[src/rtl/alu_flag_unit_pkg.sv]
// Shared encodings for the ALU flag register and branch-condition resolver:
// op classes, condition codes, flag bit positions and FSM state encodings.
package alu_flag_unit_pkg;

    // ALU op classes; 2'b11 is reserved and behaves like CLS_NONE
    localparam logic [1:0] CLS_NONE  = 2'b00;
    localparam logic [1:0] CLS_LOGIC = 2'b01;
    localparam logic [1:0] CLS_ARITH = 2'b10;

    // Branch condition codes
    localparam logic [2:0] CCC_NEQ    = 3'b000;
    localparam logic [2:0] CCC_EQ     = 3'b001;
    localparam logic [2:0] CCC_GT     = 3'b010;
    localparam logic [2:0] CCC_LT     = 3'b011;
    localparam logic [2:0] CCC_GTE    = 3'b100;
    localparam logic [2:0] CCC_LTE    = 3'b101;
    localparam logic [2:0] CCC_OVFL   = 3'b110;
    localparam logic [2:0] CCC_UNCOND = 3'b111;

    // Bit positions inside the {Z,V,N} flag vector
    localparam int FLAG_Z = 2;
    localparam int FLAG_V = 1;
    localparam int FLAG_N = 0;

    // Query FSM states
    typedef enum logic [1:0] {
        FSM_IDLE = 2'd0,
        FSM_WAIT = 2'd1,
        FSM_RESP = 2'd2
    } fsm_state_e;

    // Plain-vector aliases of the states for the legacy-style state register
    localparam logic [1:0] ST_IDLE = FSM_IDLE;
    localparam logic [1:0] ST_WAIT = FSM_WAIT;
    localparam logic [1:0] ST_RESP = FSM_RESP;

    // True for the op classes that write at least one flag
    function automatic logic cls_writes_flags(input logic [1:0] cls);
        return (cls == CLS_LOGIC) || (cls == CLS_ARITH);
    endfunction

endpackage

[src/rtl/alu_flag_unit_branch_cond_eval.sv]
// Purely combinational branch-condition evaluator: maps a condition code
// and a {Z,V,N} flag vector to a taken/not-taken decision.
module branch_cond_eval
    import alu_flag_unit_pkg::*;
(
    input  logic [2:0] ccc,
    input  logic [2:0] flags,
    output logic       taken
);

    logic z;
    logic v;
    logic n;

    assign z = flags[FLAG_Z];
    assign v = flags[FLAG_V];
    assign n = flags[FLAG_N];

    // Decode the condition code against the supplied flags
    always_comb begin
        taken = 1'b0;
        case (ccc)
            CCC_NEQ:    taken = ~z;
            CCC_EQ:     taken = z;
            CCC_GT:     taken = ~z & ~n;
            CCC_LT:     taken = n;
            CCC_GTE:    taken = z | ~n;
            CCC_LTE:    taken = n | z;
            CCC_OVFL:   taken = v;
            CCC_UNCOND: taken = 1'b1;
        endcase
    end

endmodule

[src/rtl/alu_flag_unit.sv]
// Flag register and branch-condition resolver on the ALU result bus.
// Captures Z (logic ops) or Z/V/N (arith ops) and answers branch queries
// over a valid/ready handshake with a registered response.
// Optional macro FLAG_BYPASS_EN: a query accepted together with a flag write
// is evaluated against the incoming flags, so the WAIT state is never used.
module alu_flag_unit
    import alu_flag_unit_pkg::*;
#(
    parameter int WIDTH = 16
) (
    input  logic             clk,
    input  logic             rst_n,
    input  logic             res_vld,
    input  logic [1:0]       res_cls,
    input  logic [WIDTH-1:0] result,
    input  logic             res_ovfl,
    input  logic             stall,
    input  logic             flush,
    input  logic             br_vld,
    input  logic [2:0]       br_ccc,
    output logic             br_rdy,
    output logic             br_done,
    output logic             br_taken,
    output logic [2:0]       flags
);

    logic [1:0] state;
    logic [1:0] state_nxt;
    logic [2:0] flags_p1;
    logic [2:0] flags_nxt;
    logic [2:0] ccc_p1;
    logic       taken_p1;
    logic       flag_wr;
    logic       accept;
    logic       need_wait;
    logic [2:0] eval_ccc;
    logic [2:0] eval_flags;
    logic       eval_taken;

    assign flag_wr = res_vld & ~stall & cls_writes_flags(res_cls);
    assign br_rdy  = rst_n & ((state == ST_IDLE) | (state == ST_RESP)) & ~stall & ~flush;
    assign accept  = br_vld & br_rdy;

    // Incoming flag value: logic ops touch Z only, arith ops touch Z, V and N
    always_comb begin
        flags_nxt = flags_p1;
        if (flag_wr) begin
            flags_nxt[FLAG_Z] = (result == '0);
            if (res_cls == CLS_ARITH) begin
                flags_nxt[FLAG_V] = res_ovfl;
                flags_nxt[FLAG_N] = result[WIDTH-1];
            end
        end
    end

    // No query is accepted in WAIT, so the latched code can share the evaluator
    assign eval_ccc = (state == ST_WAIT) ? ccc_p1 : br_ccc;

`ifdef FLAG_BYPASS_EN
    assign eval_flags = flags_nxt;
    assign need_wait  = 1'b0;
`else
    assign eval_flags = flags_p1;
    assign need_wait  = flag_wr;
`endif

    branch_cond_eval u_eval (
        .ccc   (eval_ccc),
        .flags (eval_flags),
        .taken (eval_taken)
    );

    // Query FSM next state; flush wins over stall, stall freezes everything else
    always_comb begin
        state_nxt = state;
        if (flush) begin
            state_nxt = ST_IDLE;
        end else if (!stall) begin
            case (state)
                ST_WAIT: state_nxt = ST_RESP;
                default: begin
                    if (accept) state_nxt = need_wait ? ST_WAIT : ST_RESP;
                    else        state_nxt = ST_IDLE;
                end
            endcase
        end
    end

    // Control state, architectural flags and the registered branch answer
    always_ff @(posedge clk) begin
        if (!rst_n) begin
            state    <= ST_IDLE;
            flags_p1 <= 3'b000;
            taken_p1 <= 1'b0;
        end else begin
            state    <= state_nxt;
            flags_p1 <= flags_nxt;
            if (!stall && (accept || state == ST_WAIT)) begin
                taken_p1 <= eval_taken;
            end
        end
    end

    // Condition code held for evaluation after the conflicting flag write lands
    always_ff @(posedge clk) begin
        if (accept) begin
            ccc_p1 <= br_ccc;
        end
    end

    assign br_done  = rst_n & (state == ST_RESP) & ~stall & ~flush;
    assign br_taken = taken_p1;
    assign flags    = flags_p1;

endmodule
[config.mk]
export PLATFORM = sky130hd
export DESIGN_NAME = alu_flag_unit
export DESIGN_NICKNAME = d
export VERILOG_FILES = /design/src/rtl/alu_flag_unit_pkg.sv /design/src/rtl/alu_flag_unit_branch_cond_eval.sv /design/src/rtl/alu_flag_unit.sv
export SDC_FILE = /design/constraint.sdc
export NUM_CORES = 1
export LEC_CHECK = 0
export BUFFER_PORTS_ARGS = -buffer_cell sky130_fd_sc_hd__buf_2
export CAP_MARGIN = 20
export CORE_MARGIN = 2
export CORE_UTILIZATION = 44
export CTS_CLUSTER_SIZE = 25
export DETAILED_ROUTE_END_ITERATION = 10
export GPL_TIMING_DRIVEN = 0
export PLACE_DENSITY_LB_ADDON = 0.15
export SYNTH_ARGS = -nofsm -noshare
export SYNTH_HDL_FRONTEND = slang
export SYNTH_SLANG_ARGS = --single-unit
[constraint.sdc]
create_clock -name clk -period 2.85 [get_ports clk]
set_input_delay 0.57 -clock clk [delete_from_list [all_inputs] [get_ports clk]]
set_output_delay 0.57 -clock clk [all_outputs]
set_load 0.05 [all_outputs]
Word-level counts from Yosys, hierarchy flattened
Index checks and enable logic that the tools add are counted.

Equal/unequal tests: 11. Bitwise gates (word level): 18. Reductions and logical operators: 9. Mux-type cells: 5.

Operator list (number): zero test 16 bit (1); equality test 3 bit (second input constant) (4); AND 1 bit (10); case mux 1 bit (8 select lines) (1); equality test 3 x 2 -> 1 bit (second input constant) (2); 2-to-1 mux 2 bit (3); NOT 1 bit (5); equality test 2 x 1 -> 1 bit (second input constant) (2); equality test 2 bit (second input constant) (2); equality test 3 x 1 -> 1 bit (second input constant) (1); zero test 3 bit (1); 2-to-1 mux 3 bit (1); OR 1 bit (3); zero test 2 bit (1); logical OR 1 bit (2); AND reduction 2 bit (1); OR reduction 2 bit (1); logical AND 1 bit (1); zero test 1 bit (1).

Register bits: 9. Output and inout bits: 6. Bits of input ports: 28. Logic and storage cells: 48.

Depth between registers and ports, before layout
Gate-level depths: netlist of run 1.

Depth after elaboration: 8. Gate-level depth with buffers: 6. Depth with buffers taken out: 6.

Cells and area by module
A second synthesis of run 1 with hierarchy kept.

Cell total of the unflattened synthesis: 61. Area total of the unflattened synthesis: 584.3 um^2.

Modules (own cells, without submodules): alu_flag_unit (sequential area each 210.2 um^2, instances 1, cells an instance 50, area each 508.0 um^2); branch_cond_eval (sequential area each 0.0 um^2, instances 1, cells an instance 11, area each 76.3 um^2).

Worst setup path before layout of run 1
Ideal clock, no wire load.

Path type: input-to-output. From: input port stall. To: output port br_done. Data arrival time: 2447 ps. Path buffers: 1. Required time: 2280 ps. Path slack: -167 ps. Stages on the path: 3. Cell sequence: buf_4 nor3_1 and2_1.

Longest elaborated chain between the ends: 3.

Ends and longest elaborated chain: start: declaration (line alu_flag_unit.sv:17) `input logic stall,`; NOT 1 bit (line alu_flag_unit.sv:111) `assign br_done = rst_n & (state == ST_RESP) & ~stall & ~flush;`; AND 1 bit (2 in a row) (line alu_flag_unit.sv:111); end: declaration (line alu_flag_unit.sv:22) `output logic br_done,`.

Every way passes these cells.

Final worst setup path of run 1
From: input port flush. To: output port br_done.

Longest elaborated chain between the ends: 2.

Ends and longest elaborated chain: start: declaration (line alu_flag_unit.sv:18) `input logic flush,`; NOT 1 bit (line alu_flag_unit.sv:111); AND 1 bit (line alu_flag_unit.sv:111).

Every way passes these cells.

==> results.md, run 1 <==
| Parameter | Value | Unit |
|:---|:---|:---|
| Net Count, Synth | 87 | - |
| Vias per Instance | 5.03 | - |
| Endpoint class of the critical path | primary output | - |
| Static leakage | 0.334 | nW |
| Area of all sequential standard cells | 210 | um^2 |
| Number of gates resized after cts | 0 | - |
| Dpl hpwl | 1.00 | mm |
| Category of cells accounting for the largest share of critical-path delay | simple AND/OR/NAND/NOR gates | - |
| Worst Path Max Fanout | 3 | - |
| Max Freq | 508 | MHz |
| Fin Clk Skew | 6.22 | ps |
| Data required time of the worst path | 2280 | ps |
| RSZ-0062 raised after global routing | no | - |
| Worst relative slew slack | 67.8 | % |
| Most common cell after layout, fill and taps aside | buf_2 | - |
| Die Span X | 40.1 | um |
| Final setup TNS | 0 | ps |
| Final worst path period share | 69.1 | % |
| Antenna violations before repair | 0 | - |
| Max stage delay on crit path | 250 | ps |
| Number of nets in the final layout | 124 | - |
| Root buffer cell | clkbuf_4 | - |
| Number of I/O pins | 34 | - |
| Kind of critical path | in2out | - |
| Class of the worst hold path | in2reg | - |
| Number of hold buffers added after CTS | 0 | - |
| Clock Sinks | 9 | - |
| RePlAce Congestion | 0.680 | - |
| Number of cells produced by synthesis | 58 | - |
| Remaining design rule violation count | 0 | - |
| Number of flops mapped to enable cells by yosys | 3 | - |
| Iteration count of the initial detailed-routing pass | 2 | - |
| N_diodes | 0 | - |
| Count of buffering cells on the critical path with inverters included | 2 | - |
| Effective utilization at floorplan | 45.8 | % |
| Wire length of the first global-routing pass | 1.65 | mm |
| Count of distinct cell types in the synthesized netlist | 29 | - |
| Routed length per placed instance | 10.8 | um |
| Worst vdd ir | 208 | uV |
| Overall global routing resource usage | 16.1 | % |
| Shortest period the worst path allows | 1970 | ps |
| Number of slew-limit violations in the final report | 0 | - |
| Antenna-violating nets left | 0 | - |
| Commonest non-fill, non-tap cells in the layout | buf_2 (32), dfxtp_1 (6), a21oi_1 (5) | - |
| Transition time of the tightest slew-check pin | 482 | ps |
| Max stage delay cell, worst path | buf_2 | - |
| Full die area | 1610 | um^2 |
| Clock tree from TritonCTS | yes | - |
| Vias in the first global route | 406 | - |
| Setup violation total in the final timing report | 0 | - |
| Total power density per cell area | 365 | nW/um^2 |
| Synthesized area divided by synthesized cell count | 9.88 | um^2 |
| CTS H-tree lvls | 1 | - |
| DRT Wirelength | 1.17 | mm |
| Clock buffer count from CTS | 3 | - |
| Chip height | 40.1 | um |
| Total congestion overflow | 0 | - |
| Area of the core | 1250 | um^2 |
| Proportion of synthesized flip-flops having asynchronous set or reset | 0 | % |
| Layout cells sized above 1 | 46.8 | % |
| Cells along the critical path | buf_2, nand2b_1, nor3_2, and2_1, buf_2 | - |
| Synth Flop Type | dfxtp_1 | - |
| DRC violation total after the first TritonRoute iteration | 5 | - |
| Number of violations of the max-capacitance limit | 0 | - |
| Filler-free cell count of the finished design | 109 | - |
| Yosys warning total | 0 | - |
| Relative area change from synthesis to final layout | 36.7 | % |
| Largest net degree at the start of global routing | 11 | - |
| Result of the run | completed | - |
| Fillcell total | 111 | - |
| Post-CTS setup repair buffer count | 0 | - |
| Max clock buf depth | 2 | - |
| Proportion of synthesized chip area in sequential cells | 36.7 | % |
| Row Count | 13 | - |
| Footprint of the multi-input gates | 345 | um^2 |
| Clock-pin slew on the worst setup and hold paths | 60 | ps |
| Buffers added on ports | 32 | - |
| Total standard cell area after synthesis | 573 | um^2 |
| Routed vias | 548 | - |
| Final count of hold timing violations | 0 | - |
| Element type at the critical path start | primary input | - |
| Register bit total from synthesis | 9 | - |
| Cell total after placement | 105 | - |
| Cell occurring most often along the worst timing path | buf_2 | - |
| Insertion delay of the later-clocked pin in the worst-skew pair | 260 | ps |
| Worst EP arrival | 1400 | ps |
-- stage by stage --
step | power, mW | utilization, % | worst slack, ps | hold slack, ps | instance area, um^2
2_1_floorplan | 0.169 | - | 312 | 564 | 578
3_3_place_gp | 0.192 | 60.4 | 829 | 525 | 757
3_5_place_dp | 0.194 | 60.4 | 830 | 532 | 757
4_1_cts | 0.290 | 62.5 | 878 | 508 | 783
5_1_grt | 0.303 | 62.5 | 789 | 511 | 783
6_report | 0.286 | 62.5 | 880 | 514 | 783
-- synth_stat cells, types with 2 or more instances --
cell	n	area share, %
mux2i_1	4	7.0
nand2b_1	2	2.2
a21oi_1	5	4.4
nor2_1	4	2.6
edfxtp_1	3	16
and2_1	3	3.3
o21ai_0	2	1.7
dfxtp_1	6	21
nor4_1	4	4.4
mux2_4	2	5.2
nor2b_1	2	2.2
nor3b_1	2	2.6
nand3_1	2	1.7
o31ai_1	2	2.6
-- routing by layer --
| metal | global-route usage [%] | wire (um) |
|---|---|---|
| met3 | 6.67 | 56 |
| met2 | 25.0 | 558 |
| met1 | 19.0 | 560 |
| met4 | 7.76 | 0 |
| met5 | 0 | 0 |
-- worst register-to-register path: cells and delay by family (launching register included) --
| family | cells | cell delay (ps) |
|---|---|---|
| buffers and inverters | 1 | 130 |
| DFF | 1 | 430 |
| muxes | 1 | 330 |
| and+or+nand+nor | 1 | 180 |
| AOI/OAI and AO/OA | 3 | 430 |
-- final timing paths --
check,to,from,slack [ps],cells after the start
max,br_done,flush,880,5
min,ccc_p1[1],br_ccc[1],510,1
max reg2reg,br_taken,state[0],1230,6
min reg2reg,flags[1],flags[1],540,2
-- registers in the layout, indices dropped and copies added, names as in the netlist --
signal    count
br_taken      1
ccc_p1        3
flags         3
state         2
-- area by class of cell --
class	instances	share of cell area, %
buffer	2	2.40
multi-input combinational	46	44.1
sequential	9	26.8
tap	15	2.40
inverter	1	0.479
clock buffer	4	3.35
timing repair buffer	32	20.4
-- cells by family (layout without fill, tap and decap cells) --
| group | count (synthesis) | in the layout | synth area share (%) |
|---|---|---|---|
| adders and majority gates | 1 | 1 | 2.18 |
| AOI/OAI and AO/OA | 12 | 12 | 13.8 |
| muxes | 7 | 7 | 14.2 |
| DFF | 9 | 9 | 36.7 |
| and+or+nand+nor | 26 | 26 | 29.3 |
| buffers and inverters | 3 | 39 | 3.93 |
-- power by group --
part / switching [mW] / internal, mW
clock: 0.0419 / 0.0538
sequential: 0.00198 / 0.135
combinational: 0.0263 / 0.0272
Power figures use the tool's default switching activity.
==> inputs of run 2 (changes only) <==
ABC_AREA = 1   (was default)
CORE_UTILIZATION = 42   (was 44)
clock period = 1.86 ns   (was 2.85 ns; I/O delays follow)
==> run 2 against run 1 <==
Net effect: global-route usage increased by 1.2 points; wire length increased by 16%; setup slack got worse by 610 ps; register-to-register slack worse by 640 ps; clock skew down 5.0 ps; critical path depth fell by 2.
==> results.md, run 2 <==
| Parameter | Value | Unit |
|:---|:---|:---|
| Worst EP arrival | 1220 | ps |
| Endpoint class of the critical path | primary output | - |
| Largest family of logic cells by synthesized area | simple AND/OR/NAND/NOR gates | - |
| Adder and majority gate portion of the synthesized area | 2.02 | % |
| Total Power Consumption | 0.435 | mW |
| CTS H-tree lvls | 1 | - |
| Max stage delay cell, worst path | dfxtp_1 | - |
| Cells along the critical path | inv_2, nor4_2, buf_2 | - |
| Number of nets in the final layout | 157 | - |
| Final worst path period share | 85.7 | % |
| DRT Wirelength | 1.36 | mm |
| Final WS setup | 265 | ps |
| Clock tree from TritonCTS | yes | - |
| Category of cells accounting for the largest share of critical-path delay | buffers and inverters | - |
| Number of gates resized after cts | 0 | - |
| Count of buffering cells on the critical path with inverters included | 2 | - |
| Setup violation total in the final timing report | 0 | - |
| Proportion of synthesized flip-flops having asynchronous set or reset | 0 | % |
| Number of cells produced by synthesis | 90 | - |
| Row Count | 13 | - |
| Result of the run | completed | - |
| Data required time of the worst path | 1490 | ps |
| Insertion delay of the later-clocked pin in the worst-skew pair | 250 | ps |
| Class of the worst hold path | in2reg | - |
| Kind of critical path | reg2out | - |
| Clock buffer count from CTS | 3 | - |
| Full die area | 1790 | um^2 |
| Number of hold buffers added after CTS | 0 | - |
| Number of slew-limit violations in the final report | 0 | - |
| Die Span X | 42.4 | um |
| Worst Path Max Fanout | 7 | - |
| Top cell type by total area after synthesis | dfxtp_1 | - |
| Max stage delay on crit path | 370 | ps |
| RSZ-0062 raised after global routing | no | - |
| Post-CTS setup repair buffer count | 0 | - |
| Cell with the most instances after synthesis | nand2_1 | - |
| Transition time of the tightest slew-check pin | 298 | ps |
| Register bit total from synthesis | 9 | - |
| Worst relative slew slack | 80.0 | % |
| Placement Setup Slack | 278 | ps |
| Yosys warning total | 0 | - |
| Synthesized area divided by synthesized cell count | 6.87 | um^2 |
| N_diodes | 0 | - |
| Vias in the first global route | 621 | - |
| Final count of hold timing violations | 0 | - |
| Number of violations of the max-capacitance limit | 0 | - |
| Power share of the sequential group | 48.0 | % |
| Clock-pin slew on the worst setup and hold paths | 60 | ps |
| Count of distinct cell types in the synthesized netlist | 22 | - |
| Total congestion overflow | 0 | - |
| Max clock buf depth | 2 | - |
| Final setup TNS | 0 | ps |
| Worst vdd ir | 305 | uV |
| Cell types with the largest area share after synthesis | dfxtp_1 (19%), nand2_1 (16%), edfxtp_1 (15%), inv_1 (9.1%), nand3_1 (8.9%) | - |
| Number of flops mapped to enable cells by yosys | 3 | - |
| RePlAce Congestion | 0.772 | - |
| Filler-free cell count of the finished design | 142 | - |
| Element type at the critical path start | flop | - |
| Antenna-violating nets left | 0 | - |
| Buffers added on ports | 33 | - |
| Most common cell after layout, fill and taps aside | buf_2 | - |
| Cell types with the highest counts after synthesis | nand2_1 (26), inv_1 (15), nand3_1 (11) | - |
| Proportion of synthesized chip area in sequential cells | 34.0 | % |
| Combinational cell fraction of total power | 18.8 | % |
| Compound-Gate Fraction of Synth Area | 9.92 | % |
| Mux share of post-synthesis cell area | 0 | % |
| Area of the core | 1330 | um^2 |
| Antenna violations before repair | 0 | - |
| Fillcell total | 123 | - |
| Switch Pwr | 0.110 | mW |
| Iteration count of the initial detailed-routing pass | 4 | - |
| Routed vias | 697 | - |
| Remaining design rule violation count | 0 | - |
| Effective utilization at floorplan | 46.3 | % |
| Commonest non-fill, non-tap cells in the layout | buf_2 (33), nand2_1 (26), inv_1 (15), nand3_1 (11) | - |
| Clock Sinks | 9 | - |
| Wire length of the first global-routing pass | 2.47 | mm |
| Synth Flop Type | dfxtp_1 | - |
| Relative area change from synthesis to final layout | 35.0 | % |
| Simple logic cell fraction of the synthesized area | 41.9 | % |
| Static leakage | 0.428 | nW |
| Shortest period the worst path allows | 1590 | ps |
| Net Count, Synth | 119 | - |
| Routed length per placed instance | 9.60 | um |
| Largest net degree at the start of global routing | 11 | - |
| Overall global routing resource usage | 17.4 | % |
| Xor/xnor cell area share of the yosys netlist | 0 | % |
| Clk network pwr share | 33.1 | % |
| Layout cells sized above 1 | 37.0 | % |
| Pint | 0.325 | mW |
| Top-area cell type share of the netlist area | 19.4 | % |
| Total standard cell area after synthesis | 618 | um^2 |
| Root buffer cell | clkbuf_4 | - |
| Cell total after placement | 138 | - |
| Chip height | 42.4 | um |
| DRC violation total after the first TritonRoute iteration | 13 | - |
| Switching share of power | 25.2 | % |
| Total power density per cell area | 521 | nW/um^2 |
| Number of I/O pins | 34 | - |
| Max Freq | 627 | MHz |
| Dpl hpwl | 1.18 | mm |
| Fin Clk Skew | 1.18 | ps |
| Vias per Instance | 4.91 | - |
run 2: path summary, 6_finish.rpt:
check                           slack, ps  cells past startpoint      start         to
worst max-delay path                  270                      3   state[1]    br_done
worst min-delay path                  320                      1  br_ccc[0]  ccc_p1[0]
worst max register to register        590                      9   state[1]   br_taken
worst min register to register        470                      2   br_taken   br_taken
run 2: kinds of logic after synthesis:
| logic type | after synthesis |
|---|---|
| DFF | 9 |
| and+or+nand+nor | 51 |
| AOI/OAI and AO/OA | 11 |
| adders and majority gates | 1 |
| buffers and inverters | 18 |
run 2: stage by stage:
stage	hold slack, ps	util (%)	cell area [um^2]
after CTS	323	62.6	835
after global routing	320	62.6	835
final	324	62.6	835
after detailed placement	469	60.6	808
after floorplan	471	-	624
after global placement	462	60.6	808
run 2: area by class of cell:
cell class / instances / area (um^2) / area share (%)
Multi-Input combinational cell: 63 / 339 / 40.6
Sequential cell: 9 / 210 / 25.2
Timing Repair Buffer: 33 / 165 / 19.8
Inverter: 17 / 63.8 / 7.65
Clock buffer: 4 / 26.3 / 3.15
Tap cell: 15 / 18.8 / 2.25
Buffer: 1 / 11.3 / 1.35
run 2: layer usage:
metal | up-vias | share of wire (%) | global-route usage [%]
met4 | 0 | 0.51 | 7.50
met3 | 2 | 7.0 | 3.45
li1 | 373 | - | -
met5 | - | 0 | 0
met2 | 25 | 47 | 28.3
met1 | 297 | 45 | 22.1
run 2: power groups by stage:
stage	Clock [mW]	Combinational, mW	Sequential (mW)
final	0.144	0.0820	0.209
after global routing	0.159	0.0930	0.209
after CTS	0.148	0.0827	0.209
after detailed placement	0	0.0825	0.213
after global placement	0	0.0809	0.213
after floorplan	0	0.0377	0.218
==> inputs of run 3 (changes only) <==
CORE_MARGIN = 8   (was 2)
==> run 3 against run 2 <==
Net effect: maximum frequency fell by 0.31%; total power fell by 0.28%; clock skew increased by 2.0 ps; sequential power hardly changed; non-clock buffer count is the same; setup slack got worse by 5.0 ps; hold slack improved by 9.4 ps; clock power about the same; combinational power grew 2%; core utilization fell by 4.4 points; largest cell class unchanged; cell count is 0.70% higher.
==> results.md, run 3 (same netlist as run 2, synthesis figures left out) <==
| Parameter | Value | Unit |
|:---|:---|:---|
| Number of slew-limit violations in the final report | 0 | - |
| Root buffer cell | clkbuf_4 | - |
| RePlAce Congestion | 0.801 | - |
| Worst Hold Launch | br_ccc[1] | - |
| Cell total after placement | 139 | - |
| Static leakage | 0.428 | nW |
| Insertion delay of the later-clocked pin in the worst-skew pair | 250 | ps |
| Startpoint of the worst setup timing path | state[1] | - |
| Remaining design rule violation count | 0 | - |
| Max clock buf depth | 2 | - |
| Full die area | 2960 | um^2 |
| Switching share of power | 25.1 | % |
| Relative area change from synthesis to final layout | 35.2 | % |
| Total power density per cell area | 519 | nW/um^2 |
| Largest net degree at the start of global routing | 11 | - |
| Post-CTS setup repair buffer count | 0 | - |
| Origin of the critical flop-to-flop path | state[1] | - |
| Cell count of the worst hold path | 1 | - |
| Wire length of the first global-routing pass | 2.73 | mm |
| Number of violations of the max-capacitance limit | 0 | - |
| Routed length per placed instance | 11.4 | um |
| Worst flop-to-flop path endpoint | br_taken | - |
| Reg2reg path depth | 9 | - |
| N_diodes | 0 | - |
| Overall global routing resource usage | 11.9 | % |
| Clock Sinks | 9 | - |
| Shortest period the worst path allows | 1600 | ps |
| Row Count | 14 | - |
| Cells along the critical path | inv_2, nor4_2, buf_2 | - |
| Iteration count of the initial detailed-routing pass | 4 | - |
| Worst Path Max Fanout | 7 | - |
| CTS H-tree lvls | 1 | - |
| Final Cell Area | 836 | um^2 |
| DRC violation total after the first TritonRoute iteration | 17 | - |
| Die Span X | 54.4 | um |
| Worst-case hold path end point | ccc_p1[1] | - |
| Filler-free cell count of the finished design | 143 | - |
| Clock buffer count from CTS | 3 | - |
| Clk network pwr share | 32.7 | % |
| Worst vdd ir | 344 | uV |
| Clock tree from TritonCTS | yes | - |
| Number of I/O pins | 34 | - |
| Combinational cell fraction of total power | 19.2 | % |
| Antenna violations before repair | 0 | - |
| Switch Pwr | 0.109 | mW |
| Post-Route Hold Slack | 333 | ps |
| Area of the core | 1440 | um^2 |
| Data required time of the worst path | 1490 | ps |
| Worst EP arrival | 1230 | ps |
| Antenna-violating nets left | 0 | - |
| Clock-pin slew on the worst setup and hold paths | 60 | ps |
| Final count of hold timing violations | 0 | - |
| Effective utilization at floorplan | 43.0 | % |
| Endpoint class of the critical path | primary output | - |
| Final worst path period share | 86.0 | % |
| Transition time of the tightest slew-check pin | 329 | ps |
| Chip height | 54.4 | um |
| Routed vias | 707 | - |
| DRT Wirelength | 1.63 | mm |
| Fin Clk Skew | 3.16 | ps |
| Worst-case register-to-register setup slack | 540 | ps |
| Number of hold buffers added after CTS | 0 | - |
| Total congestion overflow | 0 | - |
| Kind of critical path | reg2out | - |
| Cell area after placement | 810 | um^2 |
| Layout cells sized above 1 | 37.0 | % |
| Element type at the critical path start | flop | - |
| Number of gates resized after cts | 0 | - |
| Pint | 0.325 | mW |
| Class of the worst hold path | in2reg | - |
| Number of nets in the final layout | 157 | - |
| Vias in the first global route | 731 | - |
| Result of the run | completed | - |
| Setup violation total in the final timing report | 0 | - |
| Vias per Instance | 4.94 | - |
| Total Power Consumption | 0.434 | mW |
| Max Freq | 625 | MHz |
| Buffers added on ports | 33 | - |
| Dpl hpwl | 1.42 | mm |
| Most common cell after layout, fill and taps aside | buf_2 | - |
| Commonest non-fill, non-tap cells in the layout | buf_2 (33), nand2_1 (26), inv_1 (15), nand3_1 (11) | - |
| Worst relative slew slack | 78.0 | % |
| Final setup TNS | 0 | ps |
| Max stage delay cell, worst path | dfxtp_1 | - |
| Max stage delay on crit path | 370 | ps |
| Power share of the sequential group | 48.1 | % |
| RSZ-0062 raised after global routing | no | - |
## run 3: power groups by stage
stage	sequential, mW	combinational, mW	clock [mW]
2_1_floorplan	0.218	0.0377	0
3_3_place_gp	0.213	0.0817	0
3_5_place_dp	0.213	0.0835	0
4_1_cts	0.209	0.0838	0.144
5_1_grt	0.209	0.0932	0.151
6_report	0.209	0.0833	0.142
## run 3: metal layers
layer  up-vias  wire [um]  GRT usage, %
met5         -          0             0
met3         4        130          3.26
met1       294        782          14.5
met4         0         27          4.51
met2        36        690          19.3
li1        373          -             -
## run 3: worst max path at each step
stage | endpoint | slack (ps) | cells past startpoint
final | br_done | 260 | 3
after global routing | br_done | 180 | 3
after CTS | br_done | 260 | 3
after detailed placement | flags[2] | 250 | 7
after global placement | flags[0] | 270 | 7
after floorplan | br_done | 100 | 3
## run 3: cell type report
| class | count | area (um^2) |
|---|---|---|
| Fill cell | 148 | 601 |
| Multi-Input combinational cell | 63 | 339 |
| Sequential cell | 9 | 210 |
| Timing Repair Buffer | 33 | 165 |
| Inverter | 17 | 63.8 |
| Clock buffer | 4 | 26.3 |
| Tap cell | 16 | 20.0 |
| Buffer | 1 | 11.3 |
## run 3: metrics by stage
stage	utilization, %	setup WS (ps)
floorplan	-	95.5
global placement	56.4	271
detailed placement	56.4	252
CTS	58.2	260
global route	58.2	184
finish	58.2	260
## run 3: worst max-delay path, delay by kind of cell, from the launching register on
kind / cells / cell delay (ps)
simple gates: 1 / 210
buf+inv: 2 / 400
flops: 1 / 370
